[src/rtl/cmac_pkg.sv]
// Shared constants and helpers for the complex fixed-point MAC pipeline.
// Default format is Q3.3 with a 4-bit accumulator guard.
package cmac_pkg;

  localparam int QI_DEF    = 3;
  localparam int QF_DEF    = 3;
  localparam int GUARD_DEF = 4;

  localparam int W  = QI_DEF + QF_DEF;
  localparam int PW = 2 * W;
  localparam int AW = 2 * W + 1 + GUARD_DEF;

  function automatic int sat_max(input int width);
    return (1 << (width - 1)) - 1;
  endfunction

  function automatic int sat_min(input int width);
    return -(1 << (width - 1));
  endfunction

  localparam int MAX_W = sat_max(W);
  localparam int MIN_W = sat_min(W);

endpackage

[src/rtl/cmac_fixed_pipe_if.sv]
// Operand/result stream bundle for cmac_fixed_pipe.
// The slave side is the MAC; the master side is the producer/consumer pair.
interface cmac_fixed_pipe_if #(
  parameter int W = 6
);
  logic                in_valid;
  logic                in_ready;
  logic                in_last;
  logic signed [W-1:0] a_Re;
  logic signed [W-1:0] a_Im;
  logic signed [W-1:0] b_Re;
  logic signed [W-1:0] b_Im;
  logic                out_valid;
  logic                out_ready;
  logic signed [W-1:0] y_Re;
  logic signed [W-1:0] y_Im;
  logic                overflow;
  logic                bad_rep;

  modport master (
    output in_valid, in_last, a_Re, a_Im, b_Re, b_Im, out_ready,
    input  in_ready, out_valid, y_Re, y_Im, overflow, bad_rep
  );

  modport slave (
    input  in_valid, in_last, a_Re, a_Im, b_Re, b_Im, out_ready,
    output in_ready, out_valid, y_Re, y_Im, overflow, bad_rep
  );
endinterface

[src/rtl/cmac_round_sat.sv]
// Reduces an AW-bit accumulator to a W-bit Q(QI.QF) value: optional half-LSB
// rounding, QF arithmetic shift, then clamp or wrap if the result does not fit.
module cmac_round_sat
  import cmac_pkg::*;
#(
  parameter int W     = 6,
  parameter int QF    = 3,
  parameter int AW    = 17,
  parameter int ROUND = 1,
  parameter int SAT   = 1
) (
  input  logic signed [AW-1:0] acc_i,
  output logic signed [W-1:0]  y_o,
  output logic                 bad_rep_o,
  output logic                 rnd_ovf_o
);

  localparam int RW = AW - QF;
  localparam logic signed [AW-1:0] HALF  = (ROUND != 0) ? (AW'(1) << (QF - 1)) : '0;
  localparam logic signed [W-1:0]  Y_MAX = W'(sat_max(W));
  localparam logic signed [W-1:0]  Y_MIN = W'(sat_min(W));

  logic signed [AW-1:0] rsum;
  logic signed [RW-1:0] r;
  logic [RW-W:0]        top_bits;
  logic                 fits;
  logic                 unused_lsbs;

  assign rsum        = acc_i + HALF;
  // HALF is non-negative, so only a positive operand can wrap to negative
  assign rnd_ovf_o   = ~acc_i[AW-1] & rsum[AW-1];
  assign r           = rsum[AW-1:QF];
  assign unused_lsbs = ^rsum[QF-1:0];

  assign top_bits  = r[RW-1:W-1];
  assign fits      = (&top_bits) | ~(|top_bits);
  assign bad_rep_o = ~fits;

  always_comb begin
    y_o = r[W-1:0];
    if (!fits && (SAT != 0)) begin
      y_o = r[RW-1] ? Y_MIN : Y_MAX;
    end
  end

endmodule

[src/rtl/cmac_fixed_pipe.sv]
// Four-stage complex MAC: S1 products, S2 complex combine, S3 frame accumulate,
// S4 round/saturate. One global advance signal stalls every stage together.
module cmac_fixed_pipe
  import cmac_pkg::*;
#(
  parameter int QI        = QI_DEF,
  parameter int QF        = QF_DEF,
  parameter int ACC_GUARD = GUARD_DEF,
  parameter int ROUND     = 1,
  parameter int SAT       = 1
) (
  input  logic             clk,
  input  logic             rst,
  cmac_fixed_pipe_if.slave bus
);

  localparam int DW  = QI + QF;
  localparam int DPW = 2 * DW;
  localparam int SW  = DPW + 1;
  localparam int DAW = SW + ACC_GUARD;

  logic adv;
  assign adv          = ~bus.out_valid | bus.out_ready;
  assign bus.in_ready = adv;

  logic                  s1_valid_q, s1_last_q;
  logic signed [DPW-1:0] rr_q, ii_q, ri_q, ir_q;

  always_ff @(posedge clk) begin
    if (rst) begin
      s1_valid_q <= 1'b0;
      s1_last_q  <= 1'b0;
      rr_q <= '0;
      ii_q <= '0;
      ri_q <= '0;
      ir_q <= '0;
    end else if (adv) begin
      s1_valid_q <= bus.in_valid;
      s1_last_q  <= bus.in_last;
      if (bus.in_valid) begin
        rr_q <= DPW'(bus.a_Re) * DPW'(bus.b_Re);
        ii_q <= DPW'(bus.a_Im) * DPW'(bus.b_Im);
        ri_q <= DPW'(bus.a_Re) * DPW'(bus.b_Im);
        ir_q <= DPW'(bus.a_Im) * DPW'(bus.b_Re);
      end
    end
  end

  logic                 s2_valid_q, s2_last_q;
  logic signed [SW-1:0] pr_q, pi_q, pr_d, pi_d;

  assign pr_d = SW'(rr_q) - SW'(ii_q);
  assign pi_d = SW'(ri_q) + SW'(ir_q);

  always_ff @(posedge clk) begin
    if (rst) begin
      s2_valid_q <= 1'b0;
      s2_last_q  <= 1'b0;
      pr_q <= '0;
      pi_q <= '0;
    end else if (adv) begin
      s2_valid_q <= s1_valid_q;
      s2_last_q  <= s1_last_q;
      if (s1_valid_q) begin
        pr_q <= pr_d;
        pi_q <= pi_d;
      end
    end
  end

  logic                  s3_last_q, first_q, acc_ovf_q, acc_ovf_d;
  logic signed [DAW-1:0] acc_re_q, acc_im_q, acc_re_d, acc_im_d;
  logic signed [DAW-1:0] ext_re, ext_im, sum_re, sum_im;
  logic                  add_ovf_re, add_ovf_im;

  assign ext_re = DAW'(pr_q);
  assign ext_im = DAW'(pi_q);
  assign sum_re = acc_re_q + ext_re;
  assign sum_im = acc_im_q + ext_im;

  // Sign rule on the wrapping add; a frame's first beat loads and cannot overflow
  assign add_ovf_re = ~first_q & (acc_re_q[DAW-1] == ext_re[DAW-1]) & (sum_re[DAW-1] != acc_re_q[DAW-1]);
  assign add_ovf_im = ~first_q & (acc_im_q[DAW-1] == ext_im[DAW-1]) & (sum_im[DAW-1] != acc_im_q[DAW-1]);
  assign acc_re_d   = first_q ? ext_re : sum_re;
  assign acc_im_d   = first_q ? ext_im : sum_im;
  assign acc_ovf_d  = (first_q ? 1'b0 : acc_ovf_q) | add_ovf_re | add_ovf_im;

  always_ff @(posedge clk) begin
    if (rst) begin
      s3_last_q <= 1'b0;
      first_q   <= 1'b1;
      acc_ovf_q <= 1'b0;
      acc_re_q  <= '0;
      acc_im_q  <= '0;
    end else if (adv) begin
      s3_last_q <= s2_valid_q & s2_last_q;
      if (s2_valid_q) begin
        acc_re_q  <= acc_re_d;
        acc_im_q  <= acc_im_d;
        acc_ovf_q <= acc_ovf_d;
        first_q   <= s2_last_q;
      end
    end
  end

  logic signed [DW-1:0] y_re_d, y_im_d, y_re_q, y_im_q;
  logic                 bad_re, bad_im, rnd_ovf_re, rnd_ovf_im;
  logic                 out_valid_q, ovf_out_q, bad_out_q;

  cmac_round_sat #(.W(DW), .QF(QF), .AW(DAW), .ROUND(ROUND), .SAT(SAT)) u_rs_re (
    .acc_i(acc_re_q), .y_o(y_re_d), .bad_rep_o(bad_re), .rnd_ovf_o(rnd_ovf_re)
  );

  cmac_round_sat #(.W(DW), .QF(QF), .AW(DAW), .ROUND(ROUND), .SAT(SAT)) u_rs_im (
    .acc_i(acc_im_q), .y_o(y_im_d), .bad_rep_o(bad_im), .rnd_ovf_o(rnd_ovf_im)
  );

  always_ff @(posedge clk) begin
    if (rst) begin
      out_valid_q <= 1'b0;
      y_re_q      <= '0;
      y_im_q      <= '0;
      ovf_out_q   <= 1'b0;
      bad_out_q   <= 1'b0;
    end else if (adv) begin
      out_valid_q <= s3_last_q;
      if (s3_last_q) begin
        y_re_q    <= y_re_d;
        y_im_q    <= y_im_d;
        ovf_out_q <= acc_ovf_q | rnd_ovf_re | rnd_ovf_im;
        bad_out_q <= bad_re | bad_im;
      end
    end
  end

  assign bus.out_valid = out_valid_q;
  assign bus.y_Re      = y_re_q;
  assign bus.y_Im      = y_im_q;
  assign bus.overflow  = ovf_out_q;
  assign bus.bad_rep   = bad_out_q;

endmodule
[src/flat_wrapper.sv]
// flat-port wrapper written by rule: the top's interface ports become plain ports
module cmac_fixed_pipe_flat import cmac_pkg::*;
#(
  parameter int QI        = QI_DEF,
  parameter int QF        = QF_DEF,
  parameter int ACC_GUARD = GUARD_DEF,
  parameter int ROUND     = 1,
  parameter int SAT       = 1
)
  (clk, rst, bus_in_valid, bus_in_last, bus_a_Re, bus_a_Im, bus_b_Re, bus_b_Im, bus_out_ready, bus_in_ready, bus_out_valid, bus_y_Re, bus_y_Im, bus_overflow, bus_bad_rep);
  cmac_fixed_pipe_if bus_i ();
  input  logic clk;
  input  logic rst;
  input wire logic [$bits(bus_i.in_valid)-1:0] bus_in_valid;
  input wire logic [$bits(bus_i.in_last)-1:0] bus_in_last;
  input wire logic [$bits(bus_i.a_Re)-1:0] bus_a_Re;
  input wire logic [$bits(bus_i.a_Im)-1:0] bus_a_Im;
  input wire logic [$bits(bus_i.b_Re)-1:0] bus_b_Re;
  input wire logic [$bits(bus_i.b_Im)-1:0] bus_b_Im;
  input wire logic [$bits(bus_i.out_ready)-1:0] bus_out_ready;
  output wire logic [$bits(bus_i.in_ready)-1:0] bus_in_ready;
  output wire logic [$bits(bus_i.out_valid)-1:0] bus_out_valid;
  output wire logic [$bits(bus_i.y_Re)-1:0] bus_y_Re;
  output wire logic [$bits(bus_i.y_Im)-1:0] bus_y_Im;
  output wire logic [$bits(bus_i.overflow)-1:0] bus_overflow;
  output wire logic [$bits(bus_i.bad_rep)-1:0] bus_bad_rep;
  assign bus_i.in_valid = bus_in_valid;
  assign bus_i.in_last = bus_in_last;
  assign bus_i.a_Re = bus_a_Re;
  assign bus_i.a_Im = bus_a_Im;
  assign bus_i.b_Re = bus_b_Re;
  assign bus_i.b_Im = bus_b_Im;
  assign bus_i.out_ready = bus_out_ready;
  assign bus_in_ready = bus_i.in_ready;
  assign bus_out_valid = bus_i.out_valid;
  assign bus_y_Re = bus_i.y_Re;
  assign bus_y_Im = bus_i.y_Im;
  assign bus_overflow = bus_i.overflow;
  assign bus_bad_rep = bus_i.bad_rep;
  cmac_fixed_pipe #(.QI(QI), .QF(QF), .ACC_GUARD(ACC_GUARD), .ROUND(ROUND), .SAT(SAT)) u_core (.clk(clk), .rst(rst), .bus(bus_i));
endmodule
[config.mk]
export PLATFORM = sky130hd
export DESIGN_NAME = cmac_fixed_pipe_flat
export DESIGN_NICKNAME = d
export VERILOG_FILES = /design/src/rtl/cmac_pkg.sv /design/src/rtl/cmac_fixed_pipe_if.sv /design/src/rtl/cmac_round_sat.sv /design/src/rtl/cmac_fixed_pipe.sv /design/src/flat_wrapper.sv
export SDC_FILE = /design/constraint.sdc
export NUM_CORES = 1
export LEC_CHECK = 0
export CAP_MARGIN = 25
export CORE_MARGIN = 2
export CORE_UTILIZATION = 40
export DETAILED_ROUTE_END_ITERATION = 10
export PLACE_DENSITY = 0.68
export REMOVE_ABC_BUFFERS = 1
export SETUP_SLACK_MARGIN = 0.5
export SLEW_MARGIN = 20
export SYNTH_ARGS = -nofsm -noshare
export SYNTH_HDL_FRONTEND = slang
export SYNTH_SLANG_ARGS = --single-unit
[constraint.sdc]
create_clock -name clk -period 4.45 [get_ports clk]
set_clock_uncertainty 0.05 [all_clocks]
set_input_delay 0.445 -clock clk [delete_from_list [all_inputs] [get_ports clk]]
set_output_delay 0.445 -clock clk [all_outputs]
set_load 0.01 [all_outputs]
==> After elaboration in Yosys (flattened, before gate mapping) <==
Index checks and enable logic that the tools add are counted.
{ "classes": {"n_addsub": 6, "multipliers": 4, "eq_ne": 4, "mux": 7, "n_bitwise": 23, "reduce_logical": 8} }
{ "ops": {"columns": ["op", "count"], "rows": [
  ["6-bit by 6-bit multiplier with 12-bit output", 4],
  ["17-bit by 13-bit adder with 17-bit output", 2],
  ["17-bit by 4-bit adder with 17-bit output (second input constant)", 2],
  ["17-bit two-way mux", 2],
  ["6-bit two-way mux", 4],
  ["9-bit AND reduction", 2],
  ["9-bit OR reduction", 2],
  ["12-bit by 12-bit adder with 13-bit output", 1],
  ["12-bit by 12-bit subtractor with 13-bit output", 1],
  ["1-bit NOT", 8],
  ["1-bit bitwise OR", 8],
  ["2-bit AND reduction", 4],
  ["1-bit bitwise AND", 7],
  ["1-bit equality test", 2],
  ["1-bit != test", 2],
  ["1-bit two-way mux", 1]
]} }
{ "word_totals": {"ff_bits": 130, "in_bits": 29, "out_inout_bits": 16, "word_cells": 72} }

==> Longest topological paths before layout <==
Gate-level depths: netlist (run 1).
{ "logic_depth": {"depth_word": 6, "depth_mapped": 19, "ltp_nobuf": 18} }

==> By module <==
A second synthesis (run 1) with hierarchy kept.
{ "unflattened": {"cells_unflattened": 1643, "area_unflattened_um2": 13411.6} }
{ "modules_own_cells": {"columns": ["mod", "n_inst", "cells_per_inst", "area_each_um2", "seq_area_each_um2"], "rows": [
  ["cmac_fixed_pipe", 1, 1505, 12495.7, 2602.5],
  ["cmac_round_sat", 2, 69, 457.9, 0.0]
]} }

==> Worst setup path after synthesis (run 1) <==
OpenSTA, ideal clock, no wires.
{ "synth_timing": {"path_kind": "input to register", "from": "in bus_a_Im[5]", "to": "reg u_core.ii_q[11]", "setup_time_ns": 0.086, "arrival_time_ns": 4.460, "required_time_ns": 4.314, "slack_ns": -0.145, "stages": 17, "path_buffers": 1, "path_cell_list": "clkbuf_1 nand2_1 inv_1 fa_1 inv_1 fa_1 inv_1 fa_1 fa_1 ha_1 a21o_1 a21oi_1 o21bai_1 a2111oi_0 nor3_1 xnor2_1 a211oi_1"} }
{ "synth_between": {"elab_chain_len": 1} }
{ "synth_rtl": {"columns": ["item", "line_no", "source"], "rows": [
  ["from (decl)", "flat_wrapper.sv:17", "input wire logic [$bits(bus_i.a_Im)-1:0] bus_a_Im;"],
  ["6-bit by 6-bit multiplier with 12-bit output", "cmac_fixed_pipe.sv:42", "ii_q <= DPW'(bus.a_Im) * DPW'(bus.b_Im);"],
  ["to (signal assigned)", "cmac_fixed_pipe.sv:42", null],
  ["to (decl)", "cmac_fixed_pipe.sv:27", "logic signed [DPW-1:0] rr_q, ii_q, ri_q, ir_q;"]
]} }
Every way passes these cells.
A chain may end at the register's enable or synchronous reset.

==> Worst setup path after layout (run 1) <==
{ "layout_timing": {"from": "in bus_a_Im[4]", "to": "reg u_core.ii_q[11]"} }
Same word-level chain as after synthesis.

==> results of run 1 <==
[power breakdown]
part	switching (mW)	internal [mW]	total, mW
sequential	0.181	1.35	1.54
combinational	2.01	2.02	4.03
clock	0.586	0.802	1.39
[synth_stat cells, types with 28 or more instances]
cell type	n	area [um^2]
nand3_1	42	210.2
xnor2_1	59	516.8
nor2b_1	32	200.2
ha_1	144	1802
dfxtp_1	130	2603
o21ai_0	66	330.3
a21oi_1	129	645.6
nor2_1	81	304.0
inv_1	157	589.3
nand2_1	185	694.4
a211oi_1	28	210.2
clkbuf_1	66	247.7
nor3_1	43	215.2
and2_1	88	550.5
fa_1	108	2162
[critical path: cells and delay by family]
family	cells	cell delay, ns
AO/OA/AOI/OAI	5	1.02
AND/OR/NAND/NOR	2	0.22
adder cells (fa/ha/maj)	5	2.31
XOR/XNOR	1	0.13
buffers and inverters	3	0.19
[final timing paths]
| check | from | to | slack [ns] | cells past startpoint |
|---|---|---|---|---|
| worst min register to register | u_core.ii_q[7] | u_core.ii_q[7] | 0.40 | 2 |
| worst max register to register | u_core.acc_im_q[2] | u_core.bus.y_Im[4] | 1.48 | 8 |
| worst max-delay path | bus_a_Im[4] | u_core.ii_q[11] | 0.41 | 16 |
| worst min-delay path | rst | u_core.s3_last_q | 0.37 | 2 |
[flip-flops by register name, summed over array words and instances (netlist names), 6 cells and up]
signal / flops
u_core.pi_q: 13
u_core.ir_q: 12
u_core.ri_q: 12
u_core.pr_q: 13
u_core.acc_re_q: 17
u_core.bus.y_Im: 6
u_core.ii_q: 12
u_core.rr_q: 12
u_core.bus.y_Re: 6
u_core.acc_im_q: 17
[layout by cell type (no fill, tap or decap), types with 22 or more instances in the layout]
cell type | netlist | routed
a211oi_1 | 28 | 28
a21oi_1 | 129 | 119
and2_1 | 88 | 82
buf_4 | 1 | 134
buf_6 | 3 | 22
dfxtp_1 | 130 | 129
fa_1 | 108 | 104
ha_1 | 144 | 130
inv_1 | 157 | 148
nand2_1 | 185 | 171
nand3_1 | 42 | 42
nor2_1 | 81 | 81
nor2b_1 | 32 | 27
nor3_1 | 43 | 39
o21ai_0 | 66 | 58
xnor2_1 | 59 | 57
[per-layer routing]
metal | GRT usage, % | vias to the layer above | wire [um]
li1 | - | 5911 | -
met1 | 25.46 | 5654 | 15700
met2 | 32.34 | 203 | 15750
met3 | 2.302 | 27 | 1009
met4 | 3.664 | 0 | 286
met5 | 0 | - | 0
[cells by family after synthesis]
kind of cell | synth area share, %
buf+inv | 7.033
mux | 1.072
xor+xnor | 4.723
fa+ha+maj | 29.28
simple gates | 20.98
compound gates | 17.69
flops | 19.22
[what timing repair did]
item / in CTS / in global routing
endpoints found under the setup margin: 24 / 17
setup buffers: 18 / 12
resized for setup: 156 / 87
cloned: 0 / 0
pin swaps: 79 / 57
[stage by stage]
step           TNS (ns)  cell area [um^2]
2_1_floorplan         0             13180
3_3_place_gp     -7.179             15000
3_5_place_dp     -8.841             15000
4_1_cts               0             15920
5_1_grt               0             16270
6_report              0             16270
[layout make-up]
| type | count | area, um^2 | area share, % |
|---|---|---|---|
| clock buffer | 18 | 439.2 | 2.700 |
| clock inverter | 14 | 145.1 | 0.8922 |
| inverter | 157 | 589.3 | 3.623 |
| multi-input combinational | 1275 | 10430 | 64.10 |
| sequential | 130 | 2604 | 16.01 |
| tap | 448 | 560.5 | 3.446 |
| timing repair buffer | 184 | 1501 | 9.230 |
==> results.yml, run 1 <==
setup_path:
  cp-start-kind: "primary input"
  crit_chain: "buf_6 > and2_4 > fa_1 > inv_2 > fa_1 > inv_1 > fa_1 > fa_1 > ha_1 > a21o_1 > a21oi_2 > o21bai_2 > a2111oi_4 > nor3_2 > xnor2_1 > a211oi_1"
  cp.arrival_ns: 4.32
  slowest_delay_ns: 0.55
  worstPathRequired_ns: 4.73
  cp_max_fo: 2
  path_class: "in2reg"
  crit_slowest_cell: "fa_1"
  crit_path_frequent_cell: "fa_1"
  crit_path_end_kind: "register"
floorplan:
  dieHeight_um: 188.0
  die_w_um: 188.0
  row_count: 67
  io_pins: 45
  core_um2: 33450
  die_area_um2: 35330
  start_util_pct: 40.47
grt:
  grt_antenna_before_repair: 0
  grt-ovfl-total: 0
  grt_use_total_pct: 18.80
  grt_start_max_net_pins: 92
  grt_pass1_vias: 11550
  grt_pass1_wl_mm: 55.80
placement:
  dp.cells: 2164
  pre_cts_ws_ns: -0.7172
  gp_congestion: 0.8437
  dp_hpwl_mm: 24.83
  port_buffers: 44
cts:
  hold_buffers: 0
  cts_root_buffer: "clkbuf_16"
  ctsLongestPathBuffers: 2
  cts_tree: "yes"
  numCtsBuffers: 17
  clkSinkCount: 130
  clk_pin_slew_worst_paths_ns: 0.06
  clk_latency_ns: 0.43
  htreeDepth: 4
job:
  maxCapViolations: 0
finish:
  final_util_pct: 48.63
  drive_gt1_share_pct: 17.27
  syn_to_final_growth_pct: 20.16
  fin_nets: 2046
  final_cells: 2226
  antennaDiodeCount: 0
  fillCellCount: 3163
route:
  route.vias.total: 11800
  drc: 0
  drt_iter0_markers: 723
  wl_per_cell_um: 14.71
  antenna_left: 0
  vias_per_cell: 5.299
  wl_mm: 32.74
  dr.pass1.iters: 5
power_and_ir_drop:
  leakagePower_nw: 7.228
  power_mw: 6.956
  vdd_drop_max_mv: 0.2973
  power_density_nw_per_um2: 427.6
sta:
  finalHoldViolations: 0
  fmax_mhz: 247.4
  relSlewSlack_pct: 31.84
  finalMaxSlewViolations: 0
  rsz0062_at_grt: "true"
  timing.final.ws_setup_ns: 0.4079
  worst_pin_slew_ns: 1.022
  setup_viol: 0
  post-route-min-period_ns: 4.042
  hold_ws_ns: 0.3706
  min_period_over_period_pct: 90.83
logic_synthesis:
  synth.distinct_cells: 79
  ys_seq_area_share_pct: 19.22
  synth.avg_cell_area_um2: 8.215
  synthesis.instances: 1648
  async_flop_share_pct: 0
  syn_area_um2: 13540
  ys_seq_elements: 130
  yosys_warnings: 0
  ys.flop_type: "dfxtp_1"
  synth_edf_count: 0
worst_hold_path:
  hp-class: "in2reg"
status:
  status: "completed"
Power figures use the tool's default switching activity.
==> inputs of run 2 (changes only) <==
--- a/config.mk
+++ b/config.mk
@@ -5,6 +5,7 @@
 export SDC_FILE = /design/constraint.sdc
 export NUM_CORES = 1
 export LEC_CHECK = 0
+export ABC_CLOCK_PERIOD_IN_PS = 4450
 export CAP_MARGIN = 25
 export CORE_MARGIN = 2
 export CORE_UTILIZATION = 40
==> results of run 2 <==
Same layout as run 1: the final DEF is identical, and so are final timing and power.
==> inputs of run 3 (changes only) <==
--- a/config.mk
+++ b/config.mk
@@ -9,8 +9,10 @@
 export CAP_MARGIN = 25
 export CORE_MARGIN = 2
 export CORE_UTILIZATION = 40
+export CTS_CLUSTER_DIAMETER = 150
 export DETAILED_ROUTE_END_ITERATION = 10
 export PLACE_DENSITY = 0.68
+export RECOVER_POWER = 25
 export REMOVE_ABC_BUFFERS = 1
 export SETUP_SLACK_MARGIN = 0.5
 export SLEW_MARGIN = 20
==> run 3 against run 2 <==
Compared with the run above: first-iteration DRC count down 7.3%; final cell count unchanged; design area about the same; sequential share of layout area about the same; register-to-register slack worse by 0.51 ns; the run now ends with capacitance limit, slew limit left; utilization about the same; maximum frequency about the same; setup slack worse by 0.0035 ns; clock-buffer cell count unchanged; non-clock buffer count unchanged.
==> results.yml, run 3 (synthesis results as in run 1) <==
finish:
  fillCellCount: 3167
  reg.largest.list: "u_core.acc_im_q (17), u_core.acc_re_q (17)"
  most-common-layout-cells: "171 x nand2_1, 148 x inv_1, 132 x buf_4, 130 x ha_1, 129 x dfxtp_1"
  fin_nets: 2046
  antennaDiodeCount: 0
  mostFrequentLayoutCell: "nand2_1"
  drive_gt1_share_pct: 17.15
  final_cells: 2226
  syn_to_final_growth_pct: 20.10
worst_hold_path:
  hp-class: "in2reg"
cts:
  cts_root_buffer: "clkbuf_16"
  htreeDepth: 4
  clkSinkCount: 130
  numCtsBuffers: 17
  ctsLongestPathBuffers: 2
  cts_tree: "yes"
  clk_latency_ns: 0.43
  clk_pin_slew_worst_paths_ns: 0.06
sta:
  fmax_mhz: 247.2
  min_period_over_period_pct: 90.91
  hold_ws_ns: 0.3689
  worst_pin_slew_ns: 2.038
  setup_viol: 0
  finalMaxSlewViolations: 50
  rsz0062_at_grt: "true"
  finalHoldViolations: 0
  fin_setup_tns_ns: 0
  relSlewSlack_pct: -35.84
  post-route-min-period_ns: 4.046
job:
  maxCapViolations: 1
setup_path:
  crit_path_end_kind: "register"
  setup.worst_path.end: "u_core.ii_q[11]"
  cp.arrival_ns: 4.32
  cp-startpoint: "bus_a_Im[4]"
  crit_slowest_cell: "fa_1"
  slowest_delay_ns: 0.55
  crit_path_frequent_cell: "fa_1"
  ff2ff_path_depth: 7
  crit_chain: "buf_6 > and2_4 > fa_1 > inv_2 > fa_1 > inv_1 > fa_1 > fa_1 > ha_1 > a21o_1 > a21oi_2 > o21bai_2 > a2111oi_4 > nor3_2 > xnor2_1 > a211oi_1"
  cp_max_fo: 2
  cp-start-kind: "primary input"
  worstPathRequired_ns: 4.73
  path_class: "in2reg"
  rr_startpoint: "u_core.bus.out_valid"
  r2r_setup_slack_ns: 0.97
  timing.rr.end: "u_core.rr_q[8]"
grt:
  grt_pass1_vias: 11550
  grt_antenna_before_repair: 0
  grt_use_total_pct: 18.80
  grt-ovfl-total: 0
  grt_pass1_wl_mm: 55.80
  grt_start_max_net_pins: 92
power_and_ir_drop:
  leakagePower_nw: 7.273
  power_density_nw_per_um2: 427.6
  vdd_drop_max_mv: 0.3069
placement:
  port_buffers: 44
  gp_congestion: 0.8437
  dp.cells: 2164
  dp_hpwl_mm: 24.83
floorplan:
  die_w_um: 188.0
  die_area_um2: 35330
  dieHeight_um: 188.0
  io_pins: 45
  start_util_pct: 40.47
  row_count: 67
  core_um2: 33450
route:
  route.vias.total: 11790
  drc: 0
  antenna_left: 0
  drt_iter0_markers: 670
  vias_per_cell: 5.298
  wl_mm: 32.69
  dr.pass1.iters: 5
  wl_per_cell_um: 14.69
status:
  status: "finished, violations left"
  violations: "capacitance limit, slew limit"
run 3: changes by cell type in the layout (fill, tap and decap cells not counted):
cell             change
and2_0               +2
clkbuf_1             +2
and2_1               -2
clkdlybuf4s50_1     -16
dlygate4sd3_1       +16
buf_4                -2
run 3: layout make-up:
| class | count | area [um^2] | area share, % |
|---|---|---|---|
| timing repair buffer | 184 | 1494 | 9.188 |
| tap | 448 | 560.5 | 3.447 |
| sequential | 130 | 2604 | 16.01 |
| multi-input combinational | 1275 | 10430 | 64.13 |
| inverter | 157 | 589.3 | 3.624 |
| clock buffer | 18 | 439.2 | 2.701 |
| clock inverter | 14 | 145.1 | 0.8927 |
run 3: power breakdown:
part	internal, mW	leakage (nW)	total (mW)	switching, mW
combinational	2.02	5.93	4.03	2.01
clock	0.802	0.279	1.39	0.586
sequential	1.35	1.06	1.54	0.181
total	4.17	7.27	6.95	2.78
run 3: per-stage QoR:
stage	area [um^2]	total power, mW	util [%]	setup WS [ns]
final	16260	6.952	48.61	0.4044
after detailed placement	15000	4.983	44.85	-0.7172
after floorplan	13180	3.923	-	0.03010
after global placement	15000	4.903	44.85	-0.7225
after global routing	16260	7.568	48.61	0.2597
after CTS	15920	6.683	47.60	0.4696
run 3: how the worst min path moves through the flow:
| stage | from | endpoint | depth (start not counted) |
|---|---|---|---|
| 3_5_place_dp | u_core.ii_q[7] | u_core.ii_q[7] | 2 |
| 4_1_cts | rst | u_core.s3_last_q | 2 |
| 3_3_place_gp | u_core.s2_last_q | u_core.s2_last_q | 2 |
| 6_report | rst | u_core.s3_last_q | 2 |
| 2_1_floorplan | u_core.s2_last_q | u_core.s2_last_q | 2 |
| 5_1_grt | rst | u_core.acc_re_q[4] | 2 |
run 3: routing by layer:
metal / GRT usage [%] / part of all wire [%] / vias to the layer above
met2: 32.34 / 48 / 186
met3: 2.302 / 3.0 / 28
met4: 3.664 / 0.88 / 0
li1: - / - / 5909
met1: 25.46 / 48 / 5671
met5: 0 / 0 / -
run 3: critical path, delay by kind of cell:
| kind | cells | cell delay, ns |
|---|---|---|
| buffers and inverters | 3 | 0.19 |
| xor gates and xnor gates | 1 | 0.13 |
| adders and majority gates | 5 | 2.31 |
| and+or+nand+nor | 2 | 0.22 |
| AOI/OAI and AO/OA | 5 | 1.02 |
run 3: what timing repair did:
action / in CTS / in global routing
hold endpoints to repair: 0 / 0
setup buffers: 18 / 12
pin swaps: 79 / 57
hold buffers: 0 / 0
endpoints found under the setup margin: 24 / 17
gates resized for setup: 156 / 87
